[config.mk]
export PLATFORM = sky130hd
export DESIGN_NAME = reg_dump_reader
export DESIGN_NICKNAME = d
export VERILOG_FILES = /design/src/rtl/reg_dump_reader.sv
export SDC_FILE = /design/constraint.sdc
export NUM_CORES = 1
export LEC_CHECK = 0
export ABC_CLOCK_PERIOD_IN_PS = 3000
export BUFFER_PORTS_ARGS = -buffer_cell sky130_fd_sc_hd__buf_2
export CAP_MARGIN = 20
export CORE_ASPECT_RATIO = 0.75
export CORE_MARGIN = 1
export CORE_UTILIZATION = 31
export DETAILED_ROUTE_END_ITERATION = 10
export PLACE_DENSITY = 0.65
export SLEW_MARGIN = 20
export SYNTH_ARGS = -nofsm -noshare
export SYNTH_HDL_FRONTEND = slang
export SYNTH_SLANG_ARGS = --single-unit
[constraint.sdc]
create_clock -name clk -period 3 [get_ports clk]
set_input_delay 0.15 -clock clk [delete_from_list [all_inputs] [get_ports clk]]
set_output_delay 0.15 -clock clk [all_outputs]
set_load 0.01 [all_outputs]
[src/rtl/reg_dump_reader.sv]
// reg_dump_reader: walks a wrap-around range of register-file indices through
// one read port and streams each captured word, tagged with its index, over a
// valid/ready interface. Used for debug dump, context save and bench checking
// while the core is stalled; it never writes the register file.
module reg_dump_reader #(
    parameter int WIDTH = 32,
    parameter int SIZE  = 5
) (
    input  logic             clk,
    input  logic             reset,
    input  logic             start_i,
    input  logic [SIZE-1:0]  first_reg_i,
    input  logic [SIZE-1:0]  last_reg_i,
    output logic [SIZE-1:0]  read_register_o,
    input  logic [WIDTH-1:0] read_data_i,
    output logic [WIDTH-1:0] dump_data_o,
    output logic [SIZE-1:0]  dump_addr_o,
    output logic             dump_valid_o,
    input  logic             dump_ready_i,
    output logic             busy_o,
    output logic             done_o
);

    typedef enum logic [1:0] {
        IDLE  = 2'd0,
        FETCH = 2'd1,
        SEND  = 2'd2,
        DONE  = 2'd3
    } state_t;

    state_t           state_q, state_d;
    logic [SIZE-1:0]  ptr_q, ptr_d;
    logic [SIZE-1:0]  last_q, last_d;
    logic [WIDTH-1:0] data_q, data_d;
    logic [SIZE-1:0]  addr_q, addr_d;
    logic             valid_q, valid_d;
    logic             busy_q, busy_d;
    logic             done_q, done_d;
    logic             handshake;
    logic             at_last;

    // The consumer takes the word only while a word is actually presented.
    assign handshake = valid_q && dump_ready_i;
    assign at_last   = (ptr_q == last_q);

    // Next-state and datapath updates; every register holds unless a state acts.
    always_comb begin
        state_d = state_q;
        ptr_d   = ptr_q;
        last_d  = last_q;
        data_d  = data_q;
        addr_d  = addr_q;
        valid_d = valid_q;

        case (state_q)
            IDLE: begin
                if (start_i) begin
                    ptr_d   = first_reg_i;
                    last_d  = last_reg_i;
                    state_d = FETCH;
                end
            end
            FETCH: begin
                // Snapshot the read port now so later register-file writes
                // cannot disturb a word that is waiting for the consumer.
                data_d  = read_data_i;
                addr_d  = ptr_q;
                valid_d = 1'b1;
                state_d = SEND;
            end
            SEND: begin
                if (handshake) begin
                    valid_d = 1'b0;
                    if (at_last) begin
                        state_d = DONE;
                    end else begin
                        // Natural SIZE-bit overflow gives the wrap from the
                        // top index back to 0.
                        ptr_d   = ptr_q + 1'b1;
                        state_d = FETCH;
                    end
                end
            end
            DONE: begin
                state_d = IDLE;
            end
            default: begin
                state_d = IDLE;
                valid_d = 1'b0;
            end
        endcase

        // Status flags are registered decodes of the state being entered.
        busy_d = (state_d != IDLE);
        done_d = (state_d == DONE);
    end

    // State and datapath registers; reset clears everything asynchronously.
    always_ff @(posedge clk or negedge reset) begin
        if (!reset) begin
            state_q <= IDLE;
            ptr_q   <= '0;
            last_q  <= '0;
            data_q  <= '0;
            addr_q  <= '0;
            valid_q <= 1'b0;
            busy_q  <= 1'b0;
            done_q  <= 1'b0;
        end else begin
            state_q <= state_d;
            ptr_q   <= ptr_d;
            last_q  <= last_d;
            data_q  <= data_d;
            addr_q  <= addr_d;
            valid_q <= valid_d;
            busy_q  <= busy_d;
            done_q  <= done_d;
        end
    end

    assign read_register_o = ptr_q;
    assign dump_data_o     = data_q;
    assign dump_addr_o     = addr_q;
    assign dump_valid_o    = valid_q;
    assign busy_o          = busy_q;
    assign done_o          = done_q;

endmodule

==> results of run 1 <==
## state kept, by name, indices dropped and copies added (netlist names)
name             cells
read_register_o      5
last_q               5
dump_data_o         32
done_o               1
dump_valid_o         1
state_q              2
dump_addr_o          5
busy_o               1
## stage by stage
step / total power, mW / util (%) / hold slack, ns / setup WS, ns
after global routing: 3.370 / 41.45 / 0.06062 / 1.043
after floorplan: 2.283 / - / -0.1456 / 1.435
after CTS: 3.156 / 41.45 / 0.06023 / 1.116
after detailed placement: 2.734 / 39.96 / 0.3101 / 1.133
final: 3.096 / 41.45 / 0.07660 / 1.154
after global placement: 2.697 / 39.96 / 0.3039 / 1.170
## worst max-delay path: stages (launching register included)
cell     delay [ns]
dfrtp_1        0.54
and2b_2        0.77
mux2_2         0.42
## area by class of cell
type	count	area (um^2)	area share, %
flip-flops and latches	52	1301	45.73
multi-input cells	93	849.6	29.86
repair buffers	92	467.9	16.45
well taps	98	122.6	4.310
clock buffers	6	82.58	2.902
inverters	3	11.26	0.3958
clock inverters	2	10.01	0.3518
## cell usage in the layout (no fill, tap or decap), drive strengths merged
master,n
nor3,3
xor2,5
inv,3
nor3b,2
a21oi,3
dlygate4sd3,1
a211oi,4
o22a,3
and3,1
clkbuf,6
o22ai,1
a31oi,4
dfrtp,52
o21ai,2
mux2,43
nor2b,1
nand2,5
and2b,1
a21o,1
o21bai,1
nand4,1
ha,1
buf,91
clkinv,2
and2,1
nor2,9
nand2b,1
## how the worst max path moves through the flow
stage                  startpoint  slack [ns]            endpoint
2_1_floorplan  read_register_o[0]        1.44  read_register_o[1]
3_3_place_gp           state_q[0]        1.17     dump_data_o[25]
3_5_place_dp           state_q[0]        1.13     dump_data_o[25]
4_1_cts                state_q[0]        1.12     dump_data_o[25]
5_1_grt                state_q[0]        1.04      dump_data_o[0]
6_report               state_q[0]        1.15     dump_data_o[25]
## cell families (layout without fill, tap and decap cells)
logic type               after synthesis  after routing
adder cells (fa/ha/maj)                1              1
flip-flops                            52             52
multiplexers                          43             43
XOR/XNOR                               5              5
buffers and inverters                 11            103
AO/OA/AOI/OAI                         19             19
AND/OR/NAND/NOR                       25             25
## metal layers
layer / up-vias / GRT usage, %
li1: 733 / -
met4: 0 / 1.471
met3: 0 / 5.571
met2: 74 / 17.32
met5: - / 0
met1: 710 / 16.64
## timing repair
| action | 4_1_cts | 5_1_grt |
|---|---|---|
| buffers inserted | 0 | 0 |
| hold buffers | 1 | 0 |
| endpoints found under the hold margin | 37 | 0 |
## where the power goes
part	total [mW]	internal [mW]	switching, mW
combinational	1.39	0.735	0.656
clock	0.404	0.185	0.219
sequential	1.30	1.05	0.247
==> metrics.csv, run 1 <==
metric,value,unit
status,finished clean,
fin cells,346,
XOR/XNOR Fraction of Synth Area,1.974,%
Routed met2 length,1716,um
gpl congestion,0.7461,
RR Endpoint,dump_data_o[25],
io pins,91,
drt total wl,4335,um
"EDFF count, synth",0,
CP Class,flop to flop,
Hold Path Origin,read_data_i[10],
post_cts resized,0,
Slew Limit Headroom,43.33,%
# nets final,294,
Root Buffer,clkbuf_8,
"Reg clk slew, reported paths",0.09,ns
Avg Inst Size Synth,14.22,um^2
per-cell routed wire length,12.53,um
final hold vios,0,
DP Wirelength,3160,um
Synth area leaders,"dfrtp_1 59%, mux2_2 21%, xor2_1 2.0%",
CTS Buf Count,5,
total of max-cap violations,0,
Setup Total Neg Slack,0,ns
First DRT Iteration DRCs,53,
Finished Cell Area,2845,um^2
Post-DP Area,2743,um^2
"Endpoint, Worst Hold",dump_data_o[10],
Worst EP required,3.18,ns
Tightest Pin Transition,0.8501,ns
largest area contributor in the netlist,dfrtp_1,
post-synth top area share,58.66,%
vias in the first global route,1429,
Diodes inserted,0,
RSZ-0062 raised after global routing,no,
WHS Path Cells,2,
CP max FO,38,
Die H,75.26,um
Seq cells post-synth,52,
Synth cell types,31,
worst IR drop on VDD,0.4242,mV
CTS tree,done,
grt ovf,0,
placed insts,337,
Final setup viols,0,
Final period util,61.52,%
top sig layer,met3,
Die Width,99.68,um
Post-Syn Area,2218,um^2
leak pwr,1.339,nW
commonest cells in the netlist,"52 x dfrtp_1, 42 x mux2_2, 9 x nor2_1, 5 x nand2_1, 5 x xor2_1",
clock latency at the later pin of the worst-skew pair,0.29,ns
Slew Limit Fails,0,
critical path launch point type,flop,
Syn Inst Count,156,
layout overhead on the synthesized area,28.26,%
via count,1517,
fin crit period,1.846,ns
Worst R2R Setup Slack,1.15,ns
Synth Area in Adders,0.5640,%
Starting Density,32.32,%
sequential area share after synthesis,58.66,%
residual DRC count,0,
mux contribution to synthesized area,22.00,%
FF-to-FF Start,state_q[0],
drt first pass iters,4,
fillers,658,
routed vias/inst,4.384,
global-route wire length before repair,6886,um
warnings from Yosys,0,
largest net degree at the start of global routing,39,
core area,6864,um^2
Tot GR Track Use,11.93,%
Worst Skew,0.005223,ns
Max clock buf depth,2,
row count,26,
Metal-1 WL,2212,um
DR WL met3,406,um
Critical Path AT,2.03,ns
largest family of logic cells by synthesized area,multiplexers,
Hold WC Path Type,primary input to flop,
share of layout cells above drive strength 1,61.29,%
Max Clk Rate,0.5418,GHz
Worst R2R Path Depth,2,
power density over the cells,1088,nW/um^2
crit path capture type,flop,
port buffer count,90,
Post-Synth Simple-Gate Area,6.825,%
Synthesized Nets,203,
DRT antenna net count,0,
CTS H-Tree Depth,2,
Compound-Gate Fraction of Synth Area,6.937,%
Async SR Flop Fraction,100.0,%
top-count cell post-synth,dfrtp_1,
clock sinks,52,
antenna violations before repair,0,
die area,7502,um^2
Most used DFF post-synth,dfrtp_1,
Note: power is estimated with default switching activity, not from simulation.
==> inputs of run 2 (changes only) <==
ABC_AREA = 1   (was not set)
ABC_CLOCK_PERIOD_IN_PS = 1800   (was 3000)
clock period = 1.8 ns   (was 3 ns; I/O delays follow)
==> metrics.csv, run 2 <==
metric,value,unit
Final setup viols,0,
die area,7407,um^2
clock latency at the later pin of the worst-skew pair,0.30,ns
share of layout cells above drive strength 1,29.29,%
leak pwr,1.580,nW
Tot GR Track Use,15.32,%
DRT antenna net count,0,
post-layout util,46.12,%
fillers,693,
First DRT Iteration DRCs,59,
Worst Skew,0.005347,ns
cell breakdown of the critical path,"inv_1, nand2_1, nand2_1, nor2_1, nand4_4, nand2_2, nand2_1, nand2_1",
grt ovf,0,
via count,1994,
Diodes inserted,0,
"Reg clk slew, reported paths",0.09,ns
Crit. Startpoint,read_register_o[0],
Synth area leaders,"dfrtp_1 59%, nand2_1 24%, inv_1 2.6%",
top-count cell post-synth,nand2_1,
Max Clk Rate,0.7024,GHz
DP Wirelength,3884,um
gpl congestion,0.8203,
Syn Inst Count,255,
Setup Total Neg Slack,0,ns
worst IR drop on VDD,0.3039,mV
Hold Slack,0.007444,ns
Seq cells post-synth,52,
Avg Inst Size Synth,8.587,um^2
Final period util,79.10,%
Synthesized Nets,302,
Synth cell types,21,
total of max-cap violations,0,
sequential area share after synthesis,59.43,%
"commonest cells after routing, fill and taps aside","138 x nand2_1, 90 x buf_2, 52 x dfrtp_1",
Tightest Pin Transition,0.5084,ns
# nets final,425,
warnings from Yosys,0,
Root Buffer,clkbuf_8,
vias in the first global route,1830,
row count,26,
io pins,91,
Max clock buf depth,2,
per-cell routed wire length,11.97,um
CTS tree,done,
antenna violations before repair,0,
commonest cells in the netlist,"138 x nand2_1, 52 x dfrtp_1, 15 x inv_1, 8 x nand3_1, 7 x buf_2",
clock sinks,52,
CP max FO,7,
post-synth top area share,59.43,%
"most used cell, CP",nand2_1,
crit path capture type,flop,
Post-Syn Area,2190,um^2
largest net degree at the start of global routing,34,
Post-CTS Setup Inserts,0,
Slew Limit Fails,0,
Async SR Flop Fraction,100.0,%
power density over the cells,629.2,nW/um^2
drt first pass iters,4,
FF-to-FF Start,read_register_o[0],
RSZ-0062 raised after global routing,no,
CP max-delay cell,dfrtp_1,
CTS Hold Bufs,30,
core area,6832,um^2
Worst EP required,2.04,ns
global-route wire length before repair,8707,um
number of flip-flops in the largest register,32,
total power,1.982,mW
post_cts resized,0,
Most used DFF post-synth,dfrtp_1,
status,finished clean,
Post-DP Area,2758,um^2
CP Class,flop to flop,
layout overhead on the synthesized area,43.89,%
Starting Density,32.05,%
Die H,74.79,um
Critical Path AT,1.67,ns
Worst R2R Setup Slack,0.38,ns
Slew Limit Headroom,66.11,%
fin crit period,1.424,ns
"most common cell after layout, fill and taps aside",nand2_1,
"Largest stage delay, worst path",0.52,ns
Hold Path Origin,read_data_i[3],
Finished Cell Area,3151,um^2
drt total wl,5540,um
critical path launch point type,flop,
port buffer count,90,
Hold WC Path Type,primary input to flop,
largest area contributor in the netlist,dfrtp_1,
CTS H-Tree Depth,2,
CTS Buf Count,5,
routed vias/inst,4.307,
residual DRC count,0,
Die Width,99.05,um
"EDFF count, synth",0,
final hold vios,0,
[run 2: cells by family after synthesis]
logic type,count (synthesis),share of synthesized area [%]
AO/OA/AOI/OAI,13,3.486
XOR/XNOR,4,1.600
adder cells (fa/ha/maj),1,0.5713
buffers and inverters,23,4.342
flip-flops,52,59.43
multiplexers,1,0.5142
AND/OR/NAND/NOR,161,30.06
[run 2: critical path: cells and delay by family, from the launching register on]
kind / cells / cell delay [ns]
buffers and inverters: 1 / 0.10
DFF: 1 / 0.52
and+or+nand+nor: 7 / 0.73
[run 2: through the flow]
step,setup WS [ns],std cells
global route,0.1855,463
global placement,0.4353,425
detailed placement,0.4049,425
CTS,0.3815,463
floorplan,0.5883,255
finish,0.3763,463
[run 2: final cells by class]
cell class | instances | area [um^2] | share of cell area (%)
sequential | 52 | 1301 | 41.30
timing repair buffer | 123 | 798.3 | 25.34
multi-input combinational | 180 | 793.3 | 25.18
tap | 84 | 105.1 | 3.336
clock buffer | 6 | 82.58 | 2.621
inverter | 16 | 60.06 | 1.906
clock inverter | 2 | 10.01 | 0.3177
[run 2: routing by layer]
layer  up-vias  share of wire [%]  global-route usage (%)
met5         -                  0                       0
met1       903                 48                   20.98
met4         0               0.52                   2.985
met2        59                 46                   25.10
li1       1026                  -                       -
met3         6                5.3                   3.900
[run 2: report_power, final]
group          total, mW  leakage (nW)  switching [mW]  internal [mW]
combinational      0.127          1.00          0.0466         0.0807
sequential          1.17         0.528               0           1.17
clock              0.688        0.0510           0.380          0.308
total               1.98          1.58           0.427           1.56
[run 2: path summary, 6_finish.rpt]
path / to / cells past startpoint
setup / recovery: read_register_o[0] / 8
hold / removal: dump_data_o[3] / 3
setup reg to reg: read_register_o[0] / 8
hold reg to reg: dump_data_o[5] / 2
max in group asynchronous: read_register_o[0] / 3
min in group asynchronous: dump_valid_o / 2
==> inputs of run 3 (changes only) <==
ABC_AREA = 0   (was 1)
ABC_CLOCK_PERIOD_IN_PS = 1300   (was 1800)
PLACE_DENSITY = 0.67   (was 0.65)
clock period = 1.3 ns   (was 1.8 ns; I/O delays follow)
==> metrics.csv, run 3 (same netlist as run 1, synthesis figures left out) <==
metric,value,unit
gpl congestion,0.8526,
Diodes inserted,0,
fin crit period,1.432,ns
worst setup margin,-0.1315,ns
power density over the cells,2397,nW/um^2
Tightest Pin Transition,0.2844,ns
status,"finished, violations left",
"Endpoint, Worst Hold",busy_o,
Die H,75.26,um
fillers,587,
port buffer count,90,
DP Wirelength,3374,um
antenna violations before repair,0,
vias in the first global route,1790,
RR Endpoint,read_register_o[1],
"Reg clk slew, reported paths",0.10,ns
total of max-cap violations,0,
drt first pass iters,4,
routed vias/inst,4.391,
First DRT Iteration DRCs,44,
RSZ-0062 raised after global routing,yes,
Hold WC Path Type,primary input to flop,
global-route wire length before repair,8769,um
residual DRC count,0,
WHS Path Cells,3,
post-layout util,51.86,%
critical path launch point type,flop,
Max Clk Rate,0.6986,GHz
CP Class,flop to flop,
core area,6864,um^2
per-cell routed wire length,14.54,um
Worst EP required,1.50,ns
Worst R2R Path Depth,4,
drt total wl,5874,um
CTS Buf Count,5,
via count,1774,
leak pwr,1.715,nW
crit path capture type,flop,
Worst Skew,0.01182,ns
Worst R2R Setup Slack,-0.13,ns
"commonest cells after routing, fill and taps aside","90 x buf_2, 49 x dfrtp_1, 38 x dlygate4sd3_1",
CTS H-Tree Depth,2,
clock latency at the later pin of the worst-skew pair,0.30,ns
grt ovf,0,
largest net degree at the start of global routing,53,
FF-to-FF Start,state_q[1],
Final setup viols,48,
Final period util,110.1,%
die area,7502,um^2
Slew Limit Fails,0,
DRT antenna net count,0,
Die Width,99.68,um
final hold vios,0,
Tot GR Track Use,15.06,%
Root Buffer,clkbuf_8,
worst IR drop on VDD,1.011,mV
Slew Limit Headroom,81.04,%
Hold Slack,0.03584,ns
"most common cell after layout, fill and taps aside",buf_2,
layout overhead on the synthesized area,60.46,%
io pins,91,
CTS tree,done,
Critical Path AT,1.63,ns
Starting Density,32.32,%
share of layout cells above drive strength 1,58.82,%
CP max FO,5,
failing checks,negative setup slack,
clock sinks,52,
Hold Path Origin,start_i,
Setup Total Neg Slack,-3.450,ns
# nets final,352,
total power,8.532,mW
Max clock buf depth,2,
row count,26,
number of flip-flops in the largest register,32,
## run 3: changes by cell type in the layout (fill, tap and decap cells not counted), moves of 8 or more
cell	delta
nand3_1	-8
nand2_1	-133
buf_4	+17
inv_1	-12
dlygate4sd3_1	+8
mux2_2	+9
mux2_4	+33
## run 3: per-layer routing
metal | vias to the layer above | share of wire [%] | global-route usage [%]
met3 | 0 | 7.9 | 4.364
met5 | - | 0 | 0
li1 | 849 | - | -
met1 | 838 | 46 | 19.23
met2 | 87 | 46 | 25.98
met4 | 0 | 0 | 2.778
## run 3: final cells by class
cell class                      instances  area (um^2)  share of cell area, %
Clock buffer                            6        72.57                  2.039
Tap cell                               98        122.6                  3.445
Multi-Input combinational cell         93        994.7                  27.94
Timing Repair Buffer                  150         1037                  29.14
Sequential cell                        52         1305                  36.66
Inverter                                3        11.26                 0.3163
Clock inverter                          2        16.27                 0.4569
## run 3: how the worst max path moves through the flow
stage | from | to | slack, ns
2_1_floorplan | read_register_o[1] | read_register_o[1] | -0.25
3_3_place_gp | state_q[1] | read_register_o[4] | -0.12
3_5_place_dp | state_q[1] | read_register_o[4] | -0.15
4_1_cts | state_q[1] | read_register_o[1] | -0.13
5_1_grt | state_q[1] | read_register_o[1] | -0.19
6_report | state_q[1] | read_register_o[1] | -0.13
## run 3: critical path, cell delays in order (launching register included)
cell     delay [ns]
dfrtp_2        0.46
nor3b_4        0.27
a31oi_4        0.07
a21o_4         0.23
mux2_4         0.30
## run 3: what timing repair did
| item | 4_1_cts | 5_1_grt |
|---|---|---|
| setup buffers | 3 | 0 |
| gates resized for setup | 15 | 5 |
| pin swaps | 5 | 0 |
| endpoints found under the hold margin | 89 | 0 |
| setup endpoints to repair | 48 | 49 |
| hold buffers | 38 | 0 |
## run 3: power breakdown
| part | internal [mW] | total, mW | switching [mW] |
|---|---|---|---|
| clock | 0.385 | 0.946 | 0.561 |
| sequential | 2.45 | 2.96 | 0.517 |
| combinational | 2.63 | 4.62 | 1.99 |
## run 3: per-stage QoR
| step | setup slack [ns] | instance area, um^2 | cells |
|---|---|---|---|
| 4_1_cts | -0.1347 | 3541 | 404 |
| 2_1_floorplan | -0.2521 | 2326 | 156 |
| 5_1_grt | -0.1878 | 3560 | 404 |
| 6_report | -0.1315 | 3560 | 404 |
| 3_3_place_gp | -0.1177 | 2992 | 355 |
| 3_5_place_dp | -0.1524 | 2992 | 355 |
